File: config.mk
export PLATFORM = sky130hd
export DESIGN_NAME = regfile_write_arbiter
export DESIGN_NICKNAME = d
export VERILOG_FILES = /design/src/rtl/regfile_write_arbiter.sv
export SDC_FILE = /design/constraint.sdc
export NUM_CORES = 1
export LEC_CHECK = 0
export ABC_CLOCK_PERIOD_IN_PS = 3100
export BUFFER_PORTS_ARGS = -buffer_cell sky130_fd_sc_hd__buf_2
export CAP_MARGIN = 20
export CELL_PAD_IN_SITES_DETAIL_PLACEMENT = 0
export CELL_PAD_IN_SITES_GLOBAL_PLACEMENT = 1
export CORE_UTILIZATION = 34
export CTS_CLUSTER_DIAMETER = 150
export DETAILED_ROUTE_END_ITERATION = 7
export PLACE_DENSITY_LB_ADDON = 0.1
export REMOVE_ABC_BUFFERS = 1
export SETUP_SLACK_MARGIN = 0.2
export SYNTH_ARGS = -nofsm -noshare
export SYNTH_HDL_FRONTEND = slang
export SYNTH_SLANG_ARGS = --single-unit
File: constraint.sdc
create_clock -name clk_i -period 3.1 [get_ports clk_i]
set_input_delay 0.155 -clock clk_i [delete_from_list [all_inputs] [get_ports clk_i]]
set_output_delay 0.155 -clock clk_i [all_outputs]
set_load 0.1 [all_outputs]
File: src/rtl/regfile_write_arbiter.sv
// regfile_write_arbiter
//   Shares the single register-file write port between two requesters.
//   Port 0 (pipeline writeback) has fixed priority. Port 1 (late load return,
//   CSR unit, ...) is granted whenever port 0 is idle, and is forced through
//   after STARVE_LIMIT consecutive refused cycles. The write itself is
//   registered: one register-file write per cycle, one cycle after the
//   handshake.
//
// Ports
//   clk_i, rst_i             clock, synchronous active-high reset
//   pN_valid_i / pN_ready_o  request handshake for port N (transfer on both)
//   pN_write_i               1 = real write, 0 = bubble carrying no write
//   pN_addr_i / pN_data_i    destination register / write data
//   reg_write_o              register-file write enable (registered)
//   reg_addr_o / reg_data_o  register-file write address / data (registered)
//   grant_src_o              source of the current output write (registered)
module regfile_write_arbiter #(
  parameter int STARVE_LIMIT = 4
) (
  input  logic        clk_i,
  input  logic        rst_i,
  input  logic        p0_valid_i,
  output logic        p0_ready_o,
  input  logic        p0_write_i,
  input  logic [4:0]  p0_addr_i,
  input  logic [31:0] p0_data_i,
  input  logic        p1_valid_i,
  output logic        p1_ready_o,
  input  logic        p1_write_i,
  input  logic [4:0]  p1_addr_i,
  input  logic [31:0] p1_data_i,
  output logic        reg_write_o,
  output logic [4:0]  reg_addr_o,
  output logic [31:0] reg_data_o,
  output logic        grant_src_o
);

  localparam int CNT_W = $clog2(STARVE_LIMIT + 1);
  localparam logic [CNT_W-1:0] LIMIT = CNT_W'(STARVE_LIMIT);

  logic [CNT_W-1:0] starve_cnt_q, starve_cnt_d;
  logic             write_q, write_d;
  logic [4:0]       addr_q, addr_d;
  logic [31:0]      data_q, data_d;
  logic             src_q, src_d;

  logic force_p1;
  logic xfer0, xfer1;

  always_comb begin
    force_p1   = p1_valid_i && (starve_cnt_q == LIMIT);
    p0_ready_o = !rst_i && !force_p1;
    p1_ready_o = !rst_i && (force_p1 || !p0_valid_i);

    // The ready equations make these mutually exclusive: port 1 is only
    // ready with port 0 valid when forced, and forcing drops port 0 ready.
    xfer0 = p0_valid_i && p0_ready_o;
    xfer1 = p1_valid_i && p1_ready_o;

    if (p1_valid_i && !p1_ready_o) begin
      starve_cnt_d = (starve_cnt_q == LIMIT) ? starve_cnt_q
                                             : starve_cnt_q + CNT_W'(1);
    end else begin
      starve_cnt_d = '0;
    end

    write_d = 1'b0;
    addr_d  = addr_q;
    data_d  = data_q;
    src_d   = src_q;
    if (xfer0) begin
      // x0 is hardwired: accept the request but never enable the write.
      write_d = p0_write_i && (p0_addr_i != '0);
      addr_d  = p0_addr_i;
      data_d  = p0_data_i;
      src_d   = 1'b0;
    end else if (xfer1) begin
      write_d = p1_write_i && (p1_addr_i != '0);
      addr_d  = p1_addr_i;
      data_d  = p1_data_i;
      src_d   = 1'b1;
    end
  end

  always_ff @(posedge clk_i) begin
    if (rst_i) begin
      starve_cnt_q <= '0;
      write_q      <= 1'b0;
      addr_q       <= '0;
      data_q       <= '0;
      src_q        <= 1'b0;
    end else begin
      starve_cnt_q <= starve_cnt_d;
      write_q      <= write_d;
      addr_q       <= addr_d;
      data_q       <= data_d;
      src_q        <= src_d;
    end
  end

  assign reg_write_o = write_q;
  assign reg_addr_o  = addr_q;
  assign reg_data_o  = data_q;
  assign grant_src_o = src_q;

endmodule

== Word-level counts from Yosys, hierarchy flattened ==
Cells that the tools add are included.
Storage, ports and cells
  register bits after elaboration: 42
  input bits: 80
  output and inout port bits: 41
  logic and storage cells: 32
Cells by class
  add/sub/neg operators: 1
  equality and inequality tests: 1
  multiplexer cells: 6
  bitwise gates (word level): 1
  reductions and logical operators: 18
Operator list (number)
  2-to-1 mux 32 bit: 2
  2-to-1 mux 5 bit: 2
  nonzero test 5 bit: 2
  logical AND 1 bit: 8
  logical NOT 1 bit: 4
  OR reduction 2 bit: 2
  adder 3 x 1 -> 3 bit (second input constant): 1
  equality test 3 bit (second input constant): 1
  2-to-1 mux 1 bit: 2
  nonzero test 2 bit: 1
  logical OR 1 bit: 1
  inverter 1 bit: 1

== Depth between registers and ports, before layout ==
  depth in word-level cells: 8
  gate-level depth with buffers: 7

== Least setup slack after synthesis ==
Ideal clock, no wire load.
  path kind: reg-to-output
  start point: reg starve_cnt_q[0]
  end point: out p0_ready_o
  arrival time: 2.301 ns
  data required time: 2.945 ns
  slack: 0.644 ns
  cell stages (with the launch flop): 7
  path buffers: 2
  path through: dfxtp_1 -> inv_1 -> ha_1 -> and3_1 -> buf_6 -> buf_6 -> nor2_1
On the way
  longest elaborated chain between the ends: 4
RTL lines
  start, declared: RTL line 41  | logic [CNT_W-1:0] starve_cnt_q, starve_cnt_d;
  start signal, assigned: RTL line 93  | starve_cnt_q <= starve_cnt_d;
  equality test 3 bit: RTL line 51  | force_p1 = p1_valid_i && (starve_cnt_q == LIMIT);
  logical AND 1 bit: RTL line 51
  logical NOT 1 bit: RTL line 52  | p0_ready_o = !rst_i && !force_p1;
  logical AND 1 bit: RTL line 52
  end, declared: RTL line 23  | output logic p0_ready_o,
No other way between the ends.

== Final worst setup path ==
Ends and elaborated chain as after synthesis.

==> metrics.txt <==
# TYPE chip_impl_metric gauge
chip_impl_metric{name="via_per_inst",unit=""} 5.276
chip_impl_metric{name="gpl.final_weighted_congestion",unit=""} 0.7168
chip_impl_metric{name="dp.final_hpwl",unit="um"} 4362
chip_impl_metric{name="coreArea",unit="um2"} 6061
chip_impl_info{name="postSynth.topFlopCell",value="sky130_fd_sc_hd__dfxtp_1"} 1
chip_impl_info{name="cpMaxStageDelayCell",value="sky130_fd_sc_hd__and3_2"} 1
chip_impl_metric{name="grt_max_degree",unit=""} 75
chip_impl_metric{name="post-route-worst-setup-slack",unit="ns"} 0.8387
chip_impl_metric{name="post_synth.cell_area_avg",unit="um2"} 8.900
chip_impl_metric{name="worst-path-buf-inv",unit=""} 2
chip_impl_metric{name="post_cts_setup_buffers",unit=""} 0
chip_impl_metric{name="dieArea",unit="um2"} 6791
chip_impl_info{name="most_common_library_cells_after_synthesis",value="sky130_fd_sc_hd__nor2_1, sky130_fd_sc_hd__dfxtp_1, sky130_fd_sc_hd__nand3_1"} 1
chip_impl_metric{name="cts.path.max_buffers",unit=""} 2
chip_impl_metric{name="cts-hold-fix-buffers",unit=""} 0
chip_impl_metric{name="drcViolationCount",unit=""} 0
chip_impl_metric{name="timing.max_cap.violations",unit=""} 0
chip_impl_metric{name="num_io_pins",unit=""} 121
chip_impl_metric{name="yosysWarningCount",unit=""} 0
chip_impl_metric{name="number_of_flops_mapped_to_enable_cells_by_yosys",unit=""} 0
chip_impl_metric{name="critical_path.max_stage_delay",unit="ns"} 0.82
chip_impl_metric{name="worst_ep_required_time",unit="ns"} 2.94
chip_impl_metric{name="totalWireLength",unit="um"} 6421
chip_impl_metric{name="number_of_clock_buffers_inserted_by_tritoncts",unit=""} 5
chip_impl_metric{name="tritoncts_num_sinks",unit=""} 42
chip_impl_metric{name="netlist-cell-type-count",unit=""} 26
chip_impl_metric{name="final_layout_size_suffix_gt1_share",unit="%"} 48.86
chip_impl_info{name="setup.worst_path.start_class",value="flop"} 1
chip_impl_metric{name="finalHoldViolCount",unit=""} 0
chip_impl_metric{name="drt.antenna.violating_nets",unit=""} 0
chip_impl_metric{name="detail_route.iter0.violations",unit=""} 61
chip_impl_info{name="largest_delay_contributor_family_on_the_critical_path",value="simple AND/OR/NAND/NOR gates"} 1
chip_impl_info{name="worstPathCellList",value="inv_1 > ha_1 > and3_2 > nor2_1 > buf_2"} 1
chip_impl_metric{name="total_negative_slack",unit="ns"} 0
chip_impl_info{name="timing.hold.worst.class",value="in -> reg"} 1
chip_impl_metric{name="insertion_delay",unit="ns"} 0.29
chip_impl_metric{name="drt_pass1_iterations",unit=""} 4
chip_impl_metric{name="core.rowCount",unit=""} 28
chip_impl_info{name="run_status",value="finished clean"} 1
chip_impl_metric{name="post-synth-top-area-fraction",unit="%"} 38.25
chip_impl_metric{name="pwr_density_cell",unit="nW/um2"} 529.7
chip_impl_metric{name="dieHeight",unit="um"} 82.41
chip_impl_metric{name="grtUsageTotal",unit="%"} 19.42
chip_impl_metric{name="postCtsResizedCells",unit=""} 0
chip_impl_metric{name="critical_path_arrival",unit="ns"} 2.11
chip_impl_metric{name="vdd_ir_drop_max",unit="mV"} 0.2280
chip_impl_metric{name="clk_pin_slew",unit="ns"} 0.08
chip_impl_info{name="tritoncts_clock_tree",value="built"} 1
chip_impl_metric{name="die_w",unit="um"} 82.41
chip_impl_metric{name="worst_pin_slew",unit="ns"} 1.001
chip_impl_metric{name="fillCellCount",unit=""} 662
chip_impl_metric{name="cts-htree-levels",unit=""} 2
chip_impl_info{name="library_cell_with_the_highest_instance_count_after_synthesis",value="sky130_fd_sc_hd__nor2_1"} 1
chip_impl_metric{name="cellLeakagePower",unit="nW"} 1.231
chip_impl_metric{name="synth_area",unit="um2"} 2198
chip_impl_metric{name="place_worst_setup_slack",unit="ns"} 1.079
chip_impl_metric{name="timing.hold.ws",unit="ns"} 0.1309
chip_impl_info{name="timing.setup.critical_path_class",value="reg -> out"} 1
chip_impl_metric{name="finClkSkew",unit="ns"} 0.004222
chip_impl_metric{name="yosysSeqAreaShare",unit="%"} 38.25
chip_impl_metric{name="via_count_of_the_first_global_routing_pass",unit=""} 2136
chip_impl_metric{name="detail_route.wl_per_cell",unit="um"} 15.04
chip_impl_metric{name="buffer_ports.inserted",unit=""} 120
chip_impl_metric{name="fin_nets",unit=""} 433
chip_impl_info{name="netlist_top_cells_area",value="sky130_fd_sc_hd__dfxtp_1, sky130_fd_sc_hd__a311oi_2, sky130_fd_sc_hd__nand3_1"} 1
chip_impl_metric{name="grt_antenna_before_repair",unit=""} 0
chip_impl_info{name="critPathCaptureType",value="output pin"} 1
chip_impl_info{name="ctsRootBufferMaster",value="sky130_fd_sc_hd__clkbuf_8"} 1
chip_impl_info{name="rsz0062_at_grt",value="false"} 1
chip_impl_metric{name="synth-seq-cells",unit=""} 42
chip_impl_metric{name="antenna_cells",unit=""} 0
chip_impl_metric{name="final-setup-viol-count",unit=""} 0
chip_impl_metric{name="finalCriticalPeriod",unit="ns"} 2.261
chip_impl_metric{name="grt_first_pass_wirelength",unit="um"} 10010
chip_impl_metric{name="overflow_left_after_global_routing",unit=""} 0
chip_impl_metric{name="syn_to_final_growth",unit="%"} 30.05
chip_impl_metric{name="ys_async_sr_fraction",unit="%"} 0
chip_impl_metric{name="critPathMaxFanout",unit=""} 38
chip_impl_metric{name="min_period_over_period",unit="%"} 72.95
chip_impl_metric{name="drv_slew",unit=""} 0
chip_impl_metric{name="max_freq",unit="GHz"} 0.4422
chip_impl_metric{name="relSlewSlack",unit="%"} 33.24
chip_impl_metric{name="initial_utilization",unit="%"} 36.27
chip_impl_info{name="yosys.area.top_type",value="sky130_fd_sc_hd__dfxtp_1"} 1
chip_impl_metric{name="num_vias",unit=""} 2253
chip_impl_metric{name="synthesis.instances",unit=""} 247
[worst paths after layout]
| path | slack [ns] | depth (start not counted) | from | to |
|---|---|---|---|---|
| min reg2reg | 0.46 | 1 | starve_cnt_q[0]$_SDFFE_PP0P_ | starve_cnt_q[0]$_SDFFE_PP0P_ |
| max reg2reg | 1.09 | 5 | starve_cnt_q[0]$_SDFFE_PP0P_ | reg_data_o[10]$_SDFFE_PP0P_ |
| max | 0.84 | 5 | starve_cnt_q[0]$_SDFFE_PP0P_ | p0_ready_o |
| min | 0.13 | 3 | p0_data_i[18] | reg_data_o[18]$_SDFFE_PP0P_ |
[report_power, final]
group	internal [mW]	switching [mW]	total, mW
combinational	0.123	0.423	0.546
clock	0.180	0.191	0.371
sequential	0.579	0.0183	0.598
[cell type report]
class / instances / area, um2 / area share [%]
Tap cell: 75 / 93.84 / 3.282
Clock inverter: 1 / 5.005 / 0.1751
Inverter: 4 / 15.01 / 0.5252
Clock buffer: 7 / 86.33 / 3.020
Sequential cell: 42 / 840.8 / 29.41
Timing Repair Buffer: 125 / 638.1 / 22.32
Multi-Input combinational cell: 173 / 1180 / 41.27
[placed cells by master (no fill, tap or decap), types with 2 or more instances in the layout]
master,instances
sky130_fd_sc_hd__a311oi_1,18
sky130_fd_sc_hd__a311oi_2,19
sky130_fd_sc_hd__buf_2,120
sky130_fd_sc_hd__buf_4,5
sky130_fd_sc_hd__clkbuf_8,6
sky130_fd_sc_hd__dfxtp_1,42
sky130_fd_sc_hd__ha_1,2
sky130_fd_sc_hd__inv_1,4
sky130_fd_sc_hd__nand2_1,3
sky130_fd_sc_hd__nand3_1,39
sky130_fd_sc_hd__nor2_1,43
sky130_fd_sc_hd__o21ai_0,9
sky130_fd_sc_hd__o21ai_1,12
sky130_fd_sc_hd__o21ai_2,18
sky130_fd_sc_hd__or4_1,2
[sequential cells by signal, indices dropped and copies added, names as in the netlist]
signal,flops
reg_write_o,1
reg_addr_o,5
grant_src_o,1
starve_cnt_q,3
reg_data_o,32
[per-stage QoR]
| step | cell area (um2) | instances | utilization [%] | total power, mW |
|---|---|---|---|---|
| after floorplan | 2026 | 219 | - | 1.025 |
| after global placement | 2768 | 419 | 45.66 | 1.155 |
| after detailed placement | 2768 | 419 | 45.66 | 1.159 |
| after CTS | 2859 | 427 | 47.17 | 1.529 |
| after global routing | 2859 | 427 | 47.17 | 1.591 |
| final | 2859 | 427 | 47.17 | 1.514 |
[tightest hold or removal path: cells and delay by family]
| kind | cells | cell delay [ns] |
|---|---|---|
| buffers and inverters | 1 | 0.10 |
| AO/OA/AOI/OAI | 1 | 0.08 |
| AND/OR/NAND/NOR | 1 | 0.05 |
[logic make-up after synthesis]
kind of cell               after synthesis  share of synthesized area, %
buffers and inverters                   32                         8.537
AOI/OAI and AO/OA                       80                         33.52
and+or+nand+nor                         91                         18.55
DFF                                     42                         38.25
adders and majority gates                2                         1.138
[routing by layer]
metal / vias to the layer above / routed length (um) / global-route usage [%]
met5: - / 0 / 0
met4: 0 / 44 / 5.088
met3: 5 / 489 / 4.945
met2: 86 / 3084 / 34.71
met1: 1029 / 2803 / 22.85
li1: 1133 / - / -
No activity file was read; power rests on OpenSTA's default activity.
